[src/rtl/lcd_tx_pkg.sv]
// Shared types and constants for the RGB565 SPI pixel transmitter.
// Holds the serializer state encoding and the optional byte-swap helper.
package lcd_tx_pkg;

    localparam int RGB565_W     = 16;
    localparam int BITS_PER_PIX = 16;

    typedef enum logic [1:0] {
        IDLE  = 2'd0,
        LOAD  = 2'd1,
        SHIFT = 2'd2,
        GAP   = 2'd3
    } tx_state_e;

    function automatic logic [RGB565_W-1:0] byte_swap(input logic [RGB565_W-1:0] d);
        return {d[7:0], d[15:8]};
    endfunction

endpackage

[src/rtl/pixel_fifo.sv]
// Synchronous pixel FIFO with occupancy output; push and pop may coincide,
// including a push into a full FIFO that is being popped in the same cycle.
module pixel_fifo #(
    parameter int WIDTH = 16,
    parameter int DEPTH = 16
) (
    input  logic                       clk,
    input  logic                       rst_n,
    input  logic                       i_push,
    input  logic [WIDTH-1:0]           i_wdata,
    input  logic                       i_pop,
    output logic [WIDTH-1:0]           o_rdata,
    output logic [$clog2(DEPTH):0]     o_level,
    output logic                       o_empty,
    output logic                       o_full
);

    localparam int AW = $clog2(DEPTH);

    logic [WIDTH-1:0] r_mem [DEPTH];
    logic [AW-1:0]    r_wrPtr;
    logic [AW-1:0]    r_rdPtr;
    logic [AW:0]      r_level;
    logic             w_doPush;
    logic             w_doPop;

    assign o_empty  = (r_level == '0);
    assign o_full   = (r_level == (AW+1)'(DEPTH));
    assign w_doPop  = i_pop && !o_empty;
    assign w_doPush = i_push && (!o_full || w_doPop);
    assign o_rdata  = r_mem[r_rdPtr];
    assign o_level  = r_level;

    // Pointers wrap naturally because DEPTH is a power of two.
    always_ff @(posedge clk or negedge rst_n) begin
        if (!rst_n) begin
            r_wrPtr <= '0;
            r_rdPtr <= '0;
            r_level <= '0;
        end else begin
            if (w_doPush) r_wrPtr <= r_wrPtr + 1'b1;
            if (w_doPop)  r_rdPtr <= r_rdPtr + 1'b1;
            if (w_doPush && !w_doPop)      r_level <= r_level + 1'b1;
            else if (!w_doPush && w_doPop) r_level <= r_level - 1'b1;
        end
    end

    always_ff @(posedge clk) begin
        if (w_doPush) r_mem[r_wrPtr] <= i_wdata;
    end

endmodule

[src/rtl/lcd_spi_pixel_tx.sv]
// RGB565 pixel FIFO plus mode-0 SPI serializer with per-frame chip select.
// Define LCD_TX_BYTESWAP_EN to send the low byte of each pixel first.
module lcd_spi_pixel_tx
    import lcd_tx_pkg::*;
#(
    parameter int FIFO_DEPTH       = 16,
    parameter int CLK_DIV          = 2,
    parameter int PIXELS_PER_FRAME = 76800
) (
    input  logic                          clk,
    input  logic                          rst_n,
    input  logic [RGB565_W-1:0]           pix_data,
    input  logic                          pix_valid,
    input  logic                          clr_ovf,
    output logic                          spi_sclk,
    output logic                          spi_mosi,
    output logic                          spi_cs_n,
    output logic                          spi_dc,
    output logic [$clog2(FIFO_DEPTH):0]   fifo_level,
    output logic                          overflow,
    output logic                          frame_done,
    output logic                          busy
);

    localparam int FC_W  = $clog2(PIXELS_PER_FRAME + 1);
    localparam int DIV_W = $clog2(2 * CLK_DIV + 1);
    localparam int BIT_W = $clog2(BITS_PER_PIX);

    tx_state_e             r_state;
    tx_state_e             w_nextState;
    logic [RGB565_W-1:0]   w_fifoData;
    logic [RGB565_W-1:0]   w_loadWord;
    logic                  w_empty;
    logic                  w_full;
    logic                  w_pop;
    logic                  w_drop;
    logic                  w_avail;
    logic                  w_tick;
    logic                  w_pixDone;
    logic                  w_frameEnd;
    logic                  w_gapEnd;
    logic [RGB565_W-1:0]   r_shift;
    logic [DIV_W-1:0]      r_div;
    logic [BIT_W-1:0]      r_bitCnt;
    logic [FC_W-1:0]       r_frameCnt;
    logic                  r_hold;
    logic                  r_sclk;
    logic                  r_csN;
    logic                  r_dc;
    logic                  r_ovf;
    logic                  r_frameDone;
    logic                  r_busy;

    pixel_fifo #(
        .WIDTH (RGB565_W),
        .DEPTH (FIFO_DEPTH)
    ) u_fifo (
        .clk     (clk),
        .rst_n   (rst_n),
        .i_push  (pix_valid),
        .i_wdata (pix_data),
        .i_pop   (w_pop),
        .o_rdata (w_fifoData),
        .o_level (fifo_level),
        .o_empty (w_empty),
        .o_full  (w_full)
    );

`ifdef LCD_TX_BYTESWAP_EN
    assign w_loadWord = byte_swap(w_fifoData);
`else
    assign w_loadWord = w_fifoData;
`endif

    // A pixel being pushed this cycle counts as available so IDLE reaches LOAD one cycle after the push.
    assign w_pop      = (r_state == LOAD);
    assign w_drop     = pix_valid && w_full && !w_pop;
    assign w_avail    = !w_empty || pix_valid;
    assign w_tick     = (r_div == DIV_W'(CLK_DIV - 1));
    assign w_pixDone  = (r_state == SHIFT) && !r_hold && w_tick && r_sclk &&
                        (r_bitCnt == BIT_W'(BITS_PER_PIX - 1));
    assign w_frameEnd = w_pixDone && (r_frameCnt == FC_W'(PIXELS_PER_FRAME - 1));
    assign w_gapEnd   = (r_div == DIV_W'(2 * CLK_DIV - 2));

    always_comb begin
        w_nextState = r_state;
        case (r_state)
            IDLE:  if (w_avail) w_nextState = LOAD;
            LOAD:  w_nextState = SHIFT;
            SHIFT: begin
                if (r_hold) begin
                    if (w_avail) w_nextState = LOAD;
                end else if (w_pixDone) begin
                    if (w_frameEnd)   w_nextState = GAP;
                    else if (w_avail) w_nextState = LOAD;
                end
            end
            GAP:   if (w_gapEnd) w_nextState = IDLE;
            default: w_nextState = IDLE;
        endcase
    end

    // cs_n trails the state by one cycle, so GAP plus the IDLE pass-through keeps it high for 2*CLK_DIV cycles.
    always_ff @(posedge clk or negedge rst_n) begin
        if (!rst_n) begin
            r_state     <= IDLE;
            r_shift     <= '0;
            r_div       <= '0;
            r_bitCnt    <= '0;
            r_frameCnt  <= '0;
            r_hold      <= 1'b0;
            r_sclk      <= 1'b0;
            r_csN       <= 1'b1;
            r_dc        <= 1'b0;
            r_ovf       <= 1'b0;
            r_frameDone <= 1'b0;
            r_busy      <= 1'b0;
        end else begin
            r_state     <= w_nextState;
            r_busy      <= (w_nextState != IDLE);
            r_frameDone <= w_frameEnd;
            if (w_drop)       r_ovf <= 1'b1;
            else if (clr_ovf) r_ovf <= 1'b0;
            case (r_state)
                IDLE: begin
                    r_csN  <= 1'b1;
                    r_dc   <= 1'b0;
                    r_sclk <= 1'b0;
                end
                LOAD: begin
                    r_shift  <= w_loadWord;
                    r_div    <= '0;
                    r_bitCnt <= '0;
                    r_hold   <= 1'b0;
                    r_sclk   <= 1'b0;
                    r_csN    <= 1'b0;
                    r_dc     <= 1'b1;
                end
                SHIFT: begin
                    if (!r_hold) begin
                        if (w_tick) begin
                            r_div  <= '0;
                            r_sclk <= !r_sclk;
                            if (r_sclk) begin
                                if (w_pixDone) begin
                                    r_frameCnt <= w_frameEnd ? '0 : r_frameCnt + 1'b1;
                                    r_hold     <= 1'b1;
                                end else begin
                                    r_bitCnt <= r_bitCnt + 1'b1;
                                    r_shift  <= {r_shift[RGB565_W-2:0], 1'b0};
                                end
                            end
                        end else begin
                            r_div <= r_div + 1'b1;
                        end
                    end
                end
                GAP: begin
                    r_csN <= 1'b1;
                    r_dc  <= 1'b0;
                    r_div <= r_div + 1'b1;
                end
                default: ;
            endcase
        end
    end

    assign spi_sclk   = r_sclk;
    assign spi_mosi   = r_shift[RGB565_W-1];
    assign spi_cs_n   = r_csN;
    assign spi_dc     = r_dc;
    assign overflow   = r_ovf;
    assign frame_done = r_frameDone;
    assign busy       = r_busy;

endmodule

[config.mk]
export PLATFORM = sky130hd
export DESIGN_NAME = lcd_spi_pixel_tx
export DESIGN_NICKNAME = d
export VERILOG_FILES = /design/src/rtl/lcd_tx_pkg.sv /design/src/rtl/pixel_fifo.sv /design/src/rtl/lcd_spi_pixel_tx.sv
export SDC_FILE = /design/constraint.sdc
export NUM_CORES = 1
export LEC_CHECK = 0
export BUFFER_PORTS_ARGS = -buffer_cell sky130_fd_sc_hd__buf_2
export CORE_UTILIZATION = 30
export CTS_BUF_LIST = sky130_fd_sc_hd__clkbuf_4
export DETAILED_ROUTE_END_ITERATION = 7
export GPL_TIMING_DRIVEN = 0
export PLACE_DENSITY_LB_ADDON = 0.3
export SYNTH_ARGS = -nofsm -noshare
export SYNTH_HDL_FRONTEND = slang
export SYNTH_SLANG_ARGS = --single-unit
[constraint.sdc]
create_clock -name clk -period 4.8 [get_ports clk]
set_input_delay 0.96 -clock clk [delete_from_list [all_inputs] [get_ports clk]]
set_output_delay 0.96 -clock clk [all_outputs]
set_load 0.02 [all_outputs]
==> After elaboration in Yosys (flattened, before gate mapping) <==
Memory sizes are Yosys's and may differ from the RTL's.
Index checks and enable logic that the tools add are counted.
{ "classes": {"add_sub_neg": 7, "multipliers": 0, "div": 0, "magnitude_cmp": 0, "n_eq_ne": 12, "n_shift": 0, "muxes": 36, "bitwise_logic": 1, "n_reduce_logical": 35} }
{ "op_table": {"columns": ["op", "count"], "rows": [
  ["16-bit 2-to-1 mux", 4],
  ["16-bit case mux with 2 select lines", 1],
  ["17-bit by 1-bit adder with 17-bit output (second input constant)", 1],
  ["17-bit == test (second input constant)", 1],
  ["17-bit 2-to-1 mux", 1],
  ["4-bit 2-to-1 mux", 4],
  ["4-bit by 1-bit adder with 4-bit output (second input constant)", 3],
  ["2-bit nonzero test", 6],
  ["1-bit logical AND", 11],
  ["1-bit 2-to-1 mux", 10],
  ["2-bit 2-to-1 mux", 5],
  ["5-bit 2-to-1 mux", 2],
  ["5-bit AND reduction", 2],
  ["3-bit case mux with 3 select lines", 1],
  ["2-bit inequality test (second input constant)", 4],
  ["1-bit case mux with 2 select lines", 4],
  ["2-bit case mux with 4 select lines", 1],
  ["4-bit case mux with 2 select lines", 1],
  ["1-bit zero test", 7],
  ["3-bit 2-to-1 mux", 2],
  ["5-bit by 1-bit adder with 5-bit output (second input constant)", 1],
  ["5-bit == test (second input constant)", 1],
  ["5-bit zero test", 1],
  ["5-bit by 1-bit subtractor with 5-bit output (second input constant)", 1],
  ["13 further kinds", 16]
]} }
{ "word_totals": {"regBits": 62, "latch_bits": 0, "ram_bits": 256, "mem_bits_ro": 0, "input_bits": 20, "output_inout_bits": 12, "wordCells": 107, "n_memories": 1} }
{ "mem_list": {"columns": ["name", "words", "word_bits", "read_ports", "rd_ports_with_merged_regs", "wr", "line_no", "text"], "rows": [
  ["u_fifo.r_mem", 16, 16, 1, 0, 1, "pixel_fifo.sv:20", "logic [WIDTH-1:0] r_mem [DEPTH];"]
]} }

==> Logic depth before layout (Yosys ltp) <==
Gate-level depths: netlist of run 1.
{ "logic_depth": {"depth_word": 11, "depth_mapped": 13, "depth_no_buf": 13} }

==> Cells and area by module <==
A second synthesis of run 1 with hierarchy kept.
{ "unflattened": {"cells_unflattened": 793, "area_unflattened_um2": 13240.2} }
{ "modules_own_cells": {"columns": ["mod", "instances", "cells_per_inst", "area_each_um2", "seq_area_each_um2"], "rows": [
  ["pixel_fifo", 1, 553, 10590.2, 8012.7],
  ["lcd_spi_pixel_tx", 1, 240, 2650.0, 1227.4]
]} }

==> Least setup slack after synthesis of run 1 <==
Ideal clock, no wire load.
{ "synth_path": {"path_type": "reg-to-reg", "from": "register u_fifo.r_level[1] (netlist: u_fifo.o_level[1])", "to": "register u_fifo.r_level[4] (netlist: u_fifo.o_level[4])", "setup_ns": 0.133, "arrival_ns": 2.848, "required_ns": 4.667, "slack_ns": 1.819, "path_stages_with_launch": 13, "path_buffers": 0, "period_less_slack_ns": 2.981, "cell_sequence": "dfrtp_1 -> or4_1 -> or3b_1 -> nand2_1 -> inv_2 -> ha_1 -> inv_1 -> ha_1 -> a21o_1 -> a21oi_1 -> xnor2_1 -> nor2_1 -> xor2_1"} }
{ "synth_between": {"elab_chain_len": 8, "elab_cells_between_ends": 16, "classes_between": "add/sub (2); eq/ne (1); mux (2); reduce/logical (11)"} }
{ "synth_lines": {"columns": ["element", "line_no", "text"], "rows": [
  ["start, declared", "pixel_fifo.sv:23", "logic [AW:0] r_level;"],
  ["start signal, assigned", "pixel_fifo.sv:43", "if (w_doPush && !w_doPop) r_level <= r_level + 1'b1;"],
  ["start signal, assigned", "pixel_fifo.sv:44", "else if (!w_doPush && w_doPop) r_level <= r_level - 1'b1;"],
  ["parallel branches: the longest is 8 deep, another holds 5-bit by 1-bit subtractor with 5-bit output", null, null]
]} }
Several ways; the timed one is not identified. The select of a mux whose other input is x is not followed.
A chain may end at the register's enable or synchronous reset.

==> Worst setup path in the final report of run 1 <==
{ "layout_path": {"from": "register u_fifo.r_level[0] (netlist: u_fifo.o_level[0])", "to": "register u_fifo.r_level[4] (netlist: u_fifo.o_level[4])"} }
Same word-level chain as after synthesis.

==> results of run 1 <==
==> per-layer routing <==
layer,vias to the layer above,track usage (%),wire [um]
li1,3166,-,-
met1,3579,18.79,13390
met2,219,20.69,13190
met3,61,4.000,1566
met4,2,5.568,834
met5,-,0,13
==> power by group <==
group / switching, mW / internal (mW) / total (mW)
Combinational: 1.52 / 1.07 / 2.59
Sequential: 0.181 / 3.39 / 3.57
Clock: 1.12 / 1.34 / 2.46
Total: 2.82 / 5.80 / 8.61
==> flip-flops by register name (all words and copies together), names as in the netlist, 2 cells and up <==
name / flops
u_fifo.r_mem: 256
r_frameCnt: 17
r_shift: 16
u_fifo.o_level: 5
r_bitCnt: 4
u_fifo.r_rdPtr: 4
u_fifo.r_wrPtr: 4
r_div: 3
r_state: 2
==> worst max-delay path: cells and delay by family, from the launching register on <==
kind                     cells  cell delay (ps)
flip-flops                   1              440
AND/OR/NAND/NOR              4             1270
AO/OA/AOI/OAI                2              350
adder cells (fa/ha/maj)      2              490
buffers and inverters        2              240
XOR/XNOR                     2              270
==> stage by stage <==
step / worst slack (ps) / hold slack (ps) / util (%)
after floorplan: 1819 / 456.4 / -
after global placement: 174.1 / 479.4 / 32.40
after detailed placement: 1568 / 480.8 / 32.65
after CTS: 1545 / 230.3 / 35.27
after global routing: 1359 / 291.0 / 35.27
final: 1571 / 292.9 / 35.27
==> worst paths after layout <==
| path | endpoint | cells after the start |
|---|---|---|
| max | u_fifo.o_level[4] | 12 |
| min | r_shift[5] | 1 |
| max reg2reg | u_fifo.o_level[4] | 12 |
| min reg2reg | spi_cs_n | 2 |
| max in group asynchronous | r_div[2] | 1 |
| min in group clk | overflow | 2 |
==> cell usage after synthesis, drive strengths merged, types with 6 or more instances <==
cell,count,area [um2]
xor2,8,70.07
ha,18,225.2
clkbuf,21,78.83
nand4,10,62.56
a21oi,55,275.3
dfrtp,61,1526
buf,12,63.81
o21ai,17,85.08
nand3,10,62.56
nor2,28,105.1
and3,10,62.56
xnor2,16,140.1
nand2,24,90.09
and2,10,62.56
nor3,6,30.03
edfxtp,256,7687
mux4,65,1464
a22oi,31,232.7
inv,20,75.07
or3,6,42.54
==> logic make-up after synthesis <==
| logic type | Yosys count |
|---|---|
| DFF | 318 |
| and+or+nand+nor | 122 |
| AOI/OAI and AO/OA | 118 |
| muxes | 68 |
| buffers and inverters | 53 |
| xor gates and xnor gates | 24 |
| adders and majority gates | 19 |
==> final cells by class <==
cell class / instances / area [um2]
well taps: 539 / 674.4
clock inverters: 20 / 171.4
inverters: 20 / 75.07
plain buffers: 33 / 142.6
clock buffers: 124 / 930.9
multi-input cells: 351 / 3356
repair buffers: 38 / 236.5
flip-flops and latches: 318 / 9240
fillers: 4030 / 27210
diodes: 1 / 2.502
==> impl_metrics.yaml, run 1 <==
routing:
  avgRoutedWirePerCell_um: 20.08
  vias_per_cell: 4.866
  drt_pass1_iterations: 5
  final_antenna_net_count: 0
  dr.first_iter.drc_count: 580
  wl_mm: 28.99
  route.detailed.drc: 0
  via_count: 7027
cts:
  cts_buffer_depth: 3
  root_buffer: "clkbuf_4"
  insertion_delay_ps: 790
  cts_sinks: 318
  clkSlewWorstSetupHoldPaths_ps: 70
  postCtsSetupRepairBufs: 0
  ctsHoldBuffers: 0
  cts_tree: "yes"
  cts_htree_levels: 3
  cts_made_buffers: 84
  postCtsResizedCells: 0
die:
  rows: 75
  io_pins: 32
  fp.dieW_um: 208.5
  start_util_pct: 30.43
  dieArea_mm2: 0.04347
  fp.dieH_um: 208.5
  design.core.area_mm2: 0.04204
synth:
  synth_ff_type: "edfxtp_1"
  synth_xor_area_share_pct: 1.643
  synth_cells: 722
  seq_area_frac_synth_pct: 72.22
  synth_cell_types: 51
  synth_compound_gate_area_share_pct: 5.555
  synth_top_family_by_area: "multiplexers"
  syn_avg_cell_area_um2: 17.72
  syn_area_mm2: 0.01279
  yosysWarnings: 0
  synth_mux_area_share_pct: 11.70
  synth-async-reset-ratio_pct: 19.50
  yosys.area_share.simple_pct: 5.262
  synth_edf_count: 256
  synthAdderAreaFrac_pct: 1.917
  synth-seq-cells: 318
  synth_nets: 761
timing:
  min_period_ps: 3229
  drv_slew: 0
  hold_viol_final: 0
  rsz0062_at_grt: "false"
  tns_ps: 0
  relSlewSlack_pct: 25.19
  post-route-period-util_pct: 67.27
  fmax_mhz: 309.7
  tightest_slew_ps: 1122
  setup_viol: 0
  finClkSkew_ps: 90.55
worst_setup_path:
  crit_required_ps: 5410
  critPathKind: "register to register"
  startpoint_type: "register"
  cpMostUsedCell: "ha_1"
  ff2ff_setup_slack_ps: 1570
  worstSetupEndpointType: "register"
  worstPathArrival_ps: 3840
  slowest_stage: "or4_1"
  slowest_delay_ps: 610
  crit_path_start: "u_fifo.o_level[0]"
  cp_max_fo: 8
  reg2reg_from: "u_fifo.o_level[0]"
  path_cells: "or4_1, or3b_1, nand2_1, inv_2, ha_1, inv_1, ha_1, a21o_1, a21oi_1, xnor2_1, nor2_1, xor2_1"
placement:
  io_buffers: 31
  placed_cells: 1299
  dp_hpwl_mm: 17.70
  place_congestion: 0.7492
  placed_cell_area_mm2: 0.01372
grt:
  antenna_found_initial: 2
  grt_max_degree: 63
  grt_pass1_vias: 7332
  grt_first_pass_wirelength_mm: 44.24
  grt.overflow.total: 0
  grt_use_total_pct: 13.80
pwr:
  ir_drop_v: 0.0002609
  p_per_area_mw_per_mm2: 580.9
  power_mw: 8.614
  leakage_nw: 5.150
finish:
  final_common_cell: "edfxtp_1"
  areaGrowthSynthToFinish_pct: 15.91
  final_nets: 885
  instances_no_fill: 1444
  stdcell_area_mm2: 0.01483
  final_layout_size_suffix_gt1_share_pct: 28.32
  layout_common_cells: "edfxtp_1 (256), clkbuf_4 (124), mux4_2 (65)"
status:
  status: "complete, no violations"
flow_run:
  cap_viol_max_count: 0
hold_path:
  min-delay-path-class: "primary input to async pin"
(Power assumes the default switching activity.)
==> run 2: changes to the inputs <==
==> constraint.sdc (replaced) <==
create_clock -name clk -period 2.9 [get_ports clk]
set_input_delay 0.58 -clock clk [delete_from_list [all_inputs] [get_ports clk]]
set_output_delay 0.58 -clock clk [all_outputs]
set_load 0.02 [all_outputs]
==> run 2 against run 1 <==
Compared with the run above:
- clock power increased by 54%
- via count about the same
- worst hold slack worse by 150 ps
- first-iteration DRC count down 7.4%
- highest routed layer unchanged
==> impl_metrics.yaml, run 2 (same netlist as run 1, synthesis figures left out) <==
status:
  status: "complete, no violations"
cts:
  root_buffer: "clkbuf_4"
  cts_tree: "yes"
  cts_sinks: 318
  cts_htree_levels: 3
  insertion_delay_ps: 730
  clkSlewWorstSetupHoldPaths_ps: 70
  cts_buffer_depth: 3
  cts_made_buffers: 83
timing:
  hold_viol_final: 0
  fmax_mhz: 360.5
  rsz0062_at_grt: "true"
  tns_ps: 0
  setup_viol: 0
  relSlewSlack_pct: 23.51
  finClkSkew_ps: 60.23
  tightest_slew_ps: 1147
  min_period_ps: 2774
  drv_slew: 0
  post-route-period-util_pct: 95.66
pwr:
  p_per_area_mw_per_mm2: 948.5
  leakage_nw: 5.135
  power_mw: 14.07
  ir_drop_v: 0.0003370
placement:
  io_buffers: 31
  dp_hpwl_mm: 17.39
  place_congestion: 0.7706
  placed_cells: 1297
  placed_cell_area_mm2: 0.01371
routing:
  met3_wirelength_mm: 1.693
  highest_layer: "met5"
  avgRoutedWirePerCell_um: 19.77
  drt-met1-wl_mm: 13.10
  wl_mm: 28.55
  route.detailed.drc: 0
  dr.first_iter.drc_count: 537
  final_antenna_net_count: 0
  vias_per_cell: 4.864
  dr_wl_met2_mm: 13.11
  drt_pass1_iterations: 5
  via_count: 7023
finish:
  final_common_cell: "edfxtp_1"
  reg_top3: "u_fifo.r_mem (256), r_frameCnt (17), r_shift (16)"
  final_layout_size_suffix_gt1_share_pct: 29.76
  instances_no_fill: 1444
  fin_util_pct: 35.29
  fillers: 4021
  largest_reg_flops: 256
  layout_common_cells: "edfxtp_1 (256), clkbuf_4 (123), mux4_2 (65)"
  stdcell_area_mm2: 0.01484
  areaGrowthSynthToFinish_pct: 15.98
  final_nets: 888
  regMostFlops: "u_fifo.r_mem"
die:
  dieArea_mm2: 0.04347
  design.core.area_mm2: 0.04204
  fp.dieH_um: 208.5
  rows: 75
  io_pins: 32
  fp.dieW_um: 208.5
  start_util_pct: 30.43
hold_path:
  min-delay-path-class: "primary input to register"
  min-delay-start: "pix_valid"
  hold_depth: 3
  hold_end: "overflow"
worst_setup_path:
  ff2ff_setup_slack_ps: 130
  startpoint_type: "register"
  crit_required_ps: 3490
  r2r_cells: 12
  worstSetupEndpointType: "register"
  reg2reg_from: "u_fifo.o_level[0]"
  slowest_stage: "or4_4"
  path_cells: "or4_4, or3b_4, nand2_4, inv_4, ha_4, inv_4, ha_4, a21o_1, a21oi_2, xnor2_1, nor2_1, xor2_1"
  worstPathArrival_ps: 3370
  cp_max_fo: 8
  worstReg2RegEnd: "u_fifo.o_level[4]"
  critPathKind: "register to register"
  slowest_delay_ps: 560
grt:
  grt_use_total_pct: 13.49
  grt_pass1_vias: 7165
  grt_first_pass_wirelength_mm: 43.44
  antenna_found_initial: 2
  grt.overflow.total: 0
  grt_max_degree: 63
flow_run:
  cap_viol_max_count: 0
==> run 2: changes by cell type in the layout (fill, tap and decap cells not counted), sizes merged <==
cell / delta
dlygate4sd3: +2
bufinv: -2
buf: +1
inv: -1
clkinv: -1
clkinvlp: +1
==> run 2: critical path: cells and delay by family, from the launching register on <==
family | cells | cell delay, ps
AO/OA/AOI/OAI | 2 | 320
XOR/XNOR | 2 | 270
adder cells (fa/ha/maj) | 2 | 380
buffers and inverters | 2 | 130
flip-flops | 1 | 400
AND/OR/NAND/NOR | 4 | 1130
==> run 2: through the flow <==
| stage | worst slack (ps) | hold slack [ps] |
|---|---|---|
| after floorplan | 1.110 | 284.4 |
| after global routing | -11.58 | 142.4 |
| after detailed placement | -239.3 | 484.5 |
| final | 126.0 | 146.1 |
| after global placement | -1539 | 478.8 |
| after CTS | 19.12 | 89.70 |
==> run 2: per-layer routing <==
layer | track usage, % | vias to the layer above
li1 | - | 3180
met1 | 18.51 | 3556
met2 | 20.71 | 233
met3 | 3.396 | 52
met4 | 4.777 | 2
met5 | 0 | -
==> run 2: area by class of cell <==
type | count | area (um2) | share of cell area, %
Sequential cell | 318 | 9243 | 62.29
Multi-Input combinational cell | 351 | 3402 | 22.93
Clock buffer | 123 | 923.4 | 6.223
Tap cell | 539 | 674.4 | 4.545
Timing Repair Buffer | 42 | 264.0 | 1.779
Buffer | 33 | 145.1 | 0.9782
Clock inverter | 17 | 103.9 | 0.6999
Inverter | 20 | 80.08 | 0.5397
Antenna cell | 1 | 2.502 | 0.01686
==> run 2: repair_timing <==
action / CTS / global route
setup endpoints to repair: 14 / 13
buffers inserted: 4 / 0
hold endpoints to repair: 52 / 0
hold buffers: 2 / 0
pin swaps: 1 / 3
resized for setup: 6 / 10
==> run 2: where the power goes <==
part	switching (mW)	leakage (nW)	total [mW]	internal, mW
logic	2.54	1.43	4.37	1.84
clock network	1.78	0.612	3.80	2.02
registers	0.293	3.09	5.90	5.61
total	4.61	5.14	14.1	9.46
==> run 2: worst max path at each step <==
| stage | startpoint | end | slack, ps |
|---|---|---|---|
| after floorplan | u_fifo.o_level[1] | u_fifo.o_level[4] | 1 |
| after global placement | r_state[1] | u_fifo.r_mem[4][7] | -1540 |
| after detailed placement | u_fifo.o_level[1] | u_fifo.o_level[4] | -240 |
| after CTS | u_fifo.o_level[1] | u_fifo.o_level[4] | 20 |
| after global routing | u_fifo.r_rdPtr[1] | r_shift[15] | -10 |
| final | u_fifo.o_level[0] | u_fifo.o_level[4] | 130 |
==> run 3: changes to the inputs <==
==> constraint.sdc (replaced) <==
create_clock -name clk -period 2.41 [get_ports clk]
set_input_delay 0.482 -clock clk [delete_from_list [all_inputs] [get_ports clk]]
set_output_delay 0.482 -clock clk [all_outputs]
set_load 0.02 [all_outputs]
==> run 3 against run 2 <==
Compared with the run above:
- the run now ends with negative setup slack left
- sequential share of layout area down 1.5 points
- clock power up 22%
- setup slack worse by 450 ps
- wire length down 0.74%
- critical endpoint unchanged
- largest power group unchanged
==> impl_metrics.yaml, run 3 (same netlist as run 1, synthesis figures left out) <==
routing:
  vias_per_cell: 4.757
  wl_mm: 28.34
  avgRoutedWirePerCell_um: 19.29
  dr.first_iter.drc_count: 457
  via_count: 6988
  route.detailed.drc: 0
  final_antenna_net_count: 0
  drt_pass1_iterations: 5
worst_setup_path:
  r2r_cells: 12
  slowest_delay_ps: 570
  crit_buf_inv: 2
  worstPathArrival_ps: 3330
  path_cells: "or4_4, or3b_4, nand2_4, inv_6, ha_4, inv_6, ha_4, a21o_1, a21oi_2, xnor2_1, nor2_1, xor2_1"
  path_delay_family: "simple AND/OR/NAND/NOR gates"
  reg2reg_from: "u_fifo.o_level[0]"
  ff2ff_setup_slack_ps: -330
  crit_path_start: "u_fifo.o_level[0]"
  worstReg2RegEnd: "u_fifo.o_level[4]"
  crit_required_ps: 3010
  cp_max_fo: 4
  slowest_stage: "or4_4"
  worstSetupEndpointType: "register"
  startpoint_type: "register"
  critPathKind: "register to register"
cts:
  cts_tree: "yes"
  cts_sinks: 318
  clkSlewWorstSetupHoldPaths_ps: 70
  root_buffer: "clkbuf_4"
  insertion_delay_ps: 760
  cts_htree_levels: 3
  cts_made_buffers: 82
  cts_buffer_depth: 3
die:
  rows: 75
  io_pins: 32
  fp.dieH_um: 208.5
  start_util_pct: 30.43
  design.core.area_mm2: 0.04204
  dieArea_mm2: 0.04347
  fp.dieW_um: 208.5
pwr:
  leakage_nw: 5.307
  ir_drop_v: 0.0004895
  power_mw: 17.23
  p_per_area_mw_per_mm2: 1134
timing:
  relSlewSlack_pct: 41.04
  drv_slew: 0
  whs_ps: 92.21
  fmax_mhz: 365.6
  finalWorstSetupSlack_ps: -325.1
  tns_ps: -752.3
  setup_viol: 6
  post-route-period-util_pct: 113.5
  hold_viol_final: 0
  min_period_ps: 2735
  finClkSkew_ps: 83.32
  tightest_slew_ps: 884.4
  rsz0062_at_grt: "true"
grt:
  grt_max_degree: 63
  grt_pass1_vias: 7200
  grt_first_pass_wirelength_mm: 43.63
  antenna_found_initial: 4
  grt.overflow.total: 0
  grt_use_total_pct: 13.47
finish:
  seqCellArea_mm2: 0.009243
  multiInputGateArea_mm2: 0.003483
  largest_reg_flops: 256
  fin_util_pct: 36.15
  final_layout_size_suffix_gt1_share_pct: 33.94
  final_common_cell: "edfxtp_1"
  final_nets: 904
  reg_top3: "u_fifo.r_mem (256), r_frameCnt (17), r_shift (16)"
  instances_no_fill: 1469
  stdcell_area_mm2: 0.01520
  fillers: 3966
  layout_common_cells: "edfxtp_1 (256), clkbuf_4 (124), mux4_2 (65)"
  regMostFlops: "u_fifo.r_mem"
  areaGrowthSynthToFinish_pct: 18.79
flow_run:
  cap_viol_max_count: 0
hold_path:
  hold_end: "u_fifo.r_mem[2][14]"
  min-delay-path-class: "primary input to register"
  hold_depth: 1
  min-delay-start: "pix_data[14]"
placement:
  placed_cell_area_mm2: 0.01377
  io_buffers: 31
  place_congestion: 0.7452
  placed_cells: 1299
  dp_hpwl_mm: 17.41
  preCtsSetupSlack_ps: -500.0
status:
  violations: "negative setup slack"
  status: "finished with violations"
[run 3: cell count changes in the layout (fill, tap and decap cells not counted), sizes merged]
cell	change
clkbuf	-1
dlygate4sd3	+1
inv	+1
clkinv	+6
buf	+17
diode	+1
[run 3: routing by layer]
layer / global-route usage (%) / vias to the layer above / routed length, um
met3: 3.879 / 46 / 1453
met2: 20.57 / 178 / 13260
met5: 0 / - / 37
met1: 18.31 / 3543 / 13120
met4: 4.700 / 6 / 475
li1: - / 3215 / -
[run 3: layout make-up]
| class | count | area share [%] |
|---|---|---|
| clock buffers | 123 | 6.076 |
| flip-flops and latches | 318 | 60.82 |
| diodes | 2 | 0.03293 |
| multi-input cells | 351 | 22.92 |
| plain buffers | 32 | 1.120 |
| repair buffers | 60 | 3.162 |
| well taps | 539 | 4.438 |
| clock inverters | 24 | 0.8727 |
| inverters | 20 | 0.5599 |
[run 3: worst max path at each step]
stage / to / slack, ps / cells past startpoint
2_1_floorplan: u_fifo.o_level[4] / -350 / 12
3_3_place_gp: u_fifo.r_mem[5][11] / -1970 / 7
3_5_place_dp: u_fifo.o_level[4] / -500 / 11
4_1_cts: u_fifo.o_level[4] / -360 / 12
5_1_grt: u_fifo.o_level[4] / -440 / 12
6_report: u_fifo.o_level[4] / -330 / 12
[run 3: power by group]
part | internal [mW] | switching [mW]
clock network | 2.45 | 2.20
registers | 6.73 | 0.360
logic | 2.41 | 3.08
[run 3: repair_timing]
| item | in CTS | in global routing |
|---|---|---|
| endpoints found under the hold margin | 62 | 0 |
| endpoints found under the setup margin | 234 | 50 |
| pin swaps | 13 | 7 |
| hold buffers | 3 | 0 |
| resized for setup | 42 | 17 |
| setup buffers | 10 | 9 |
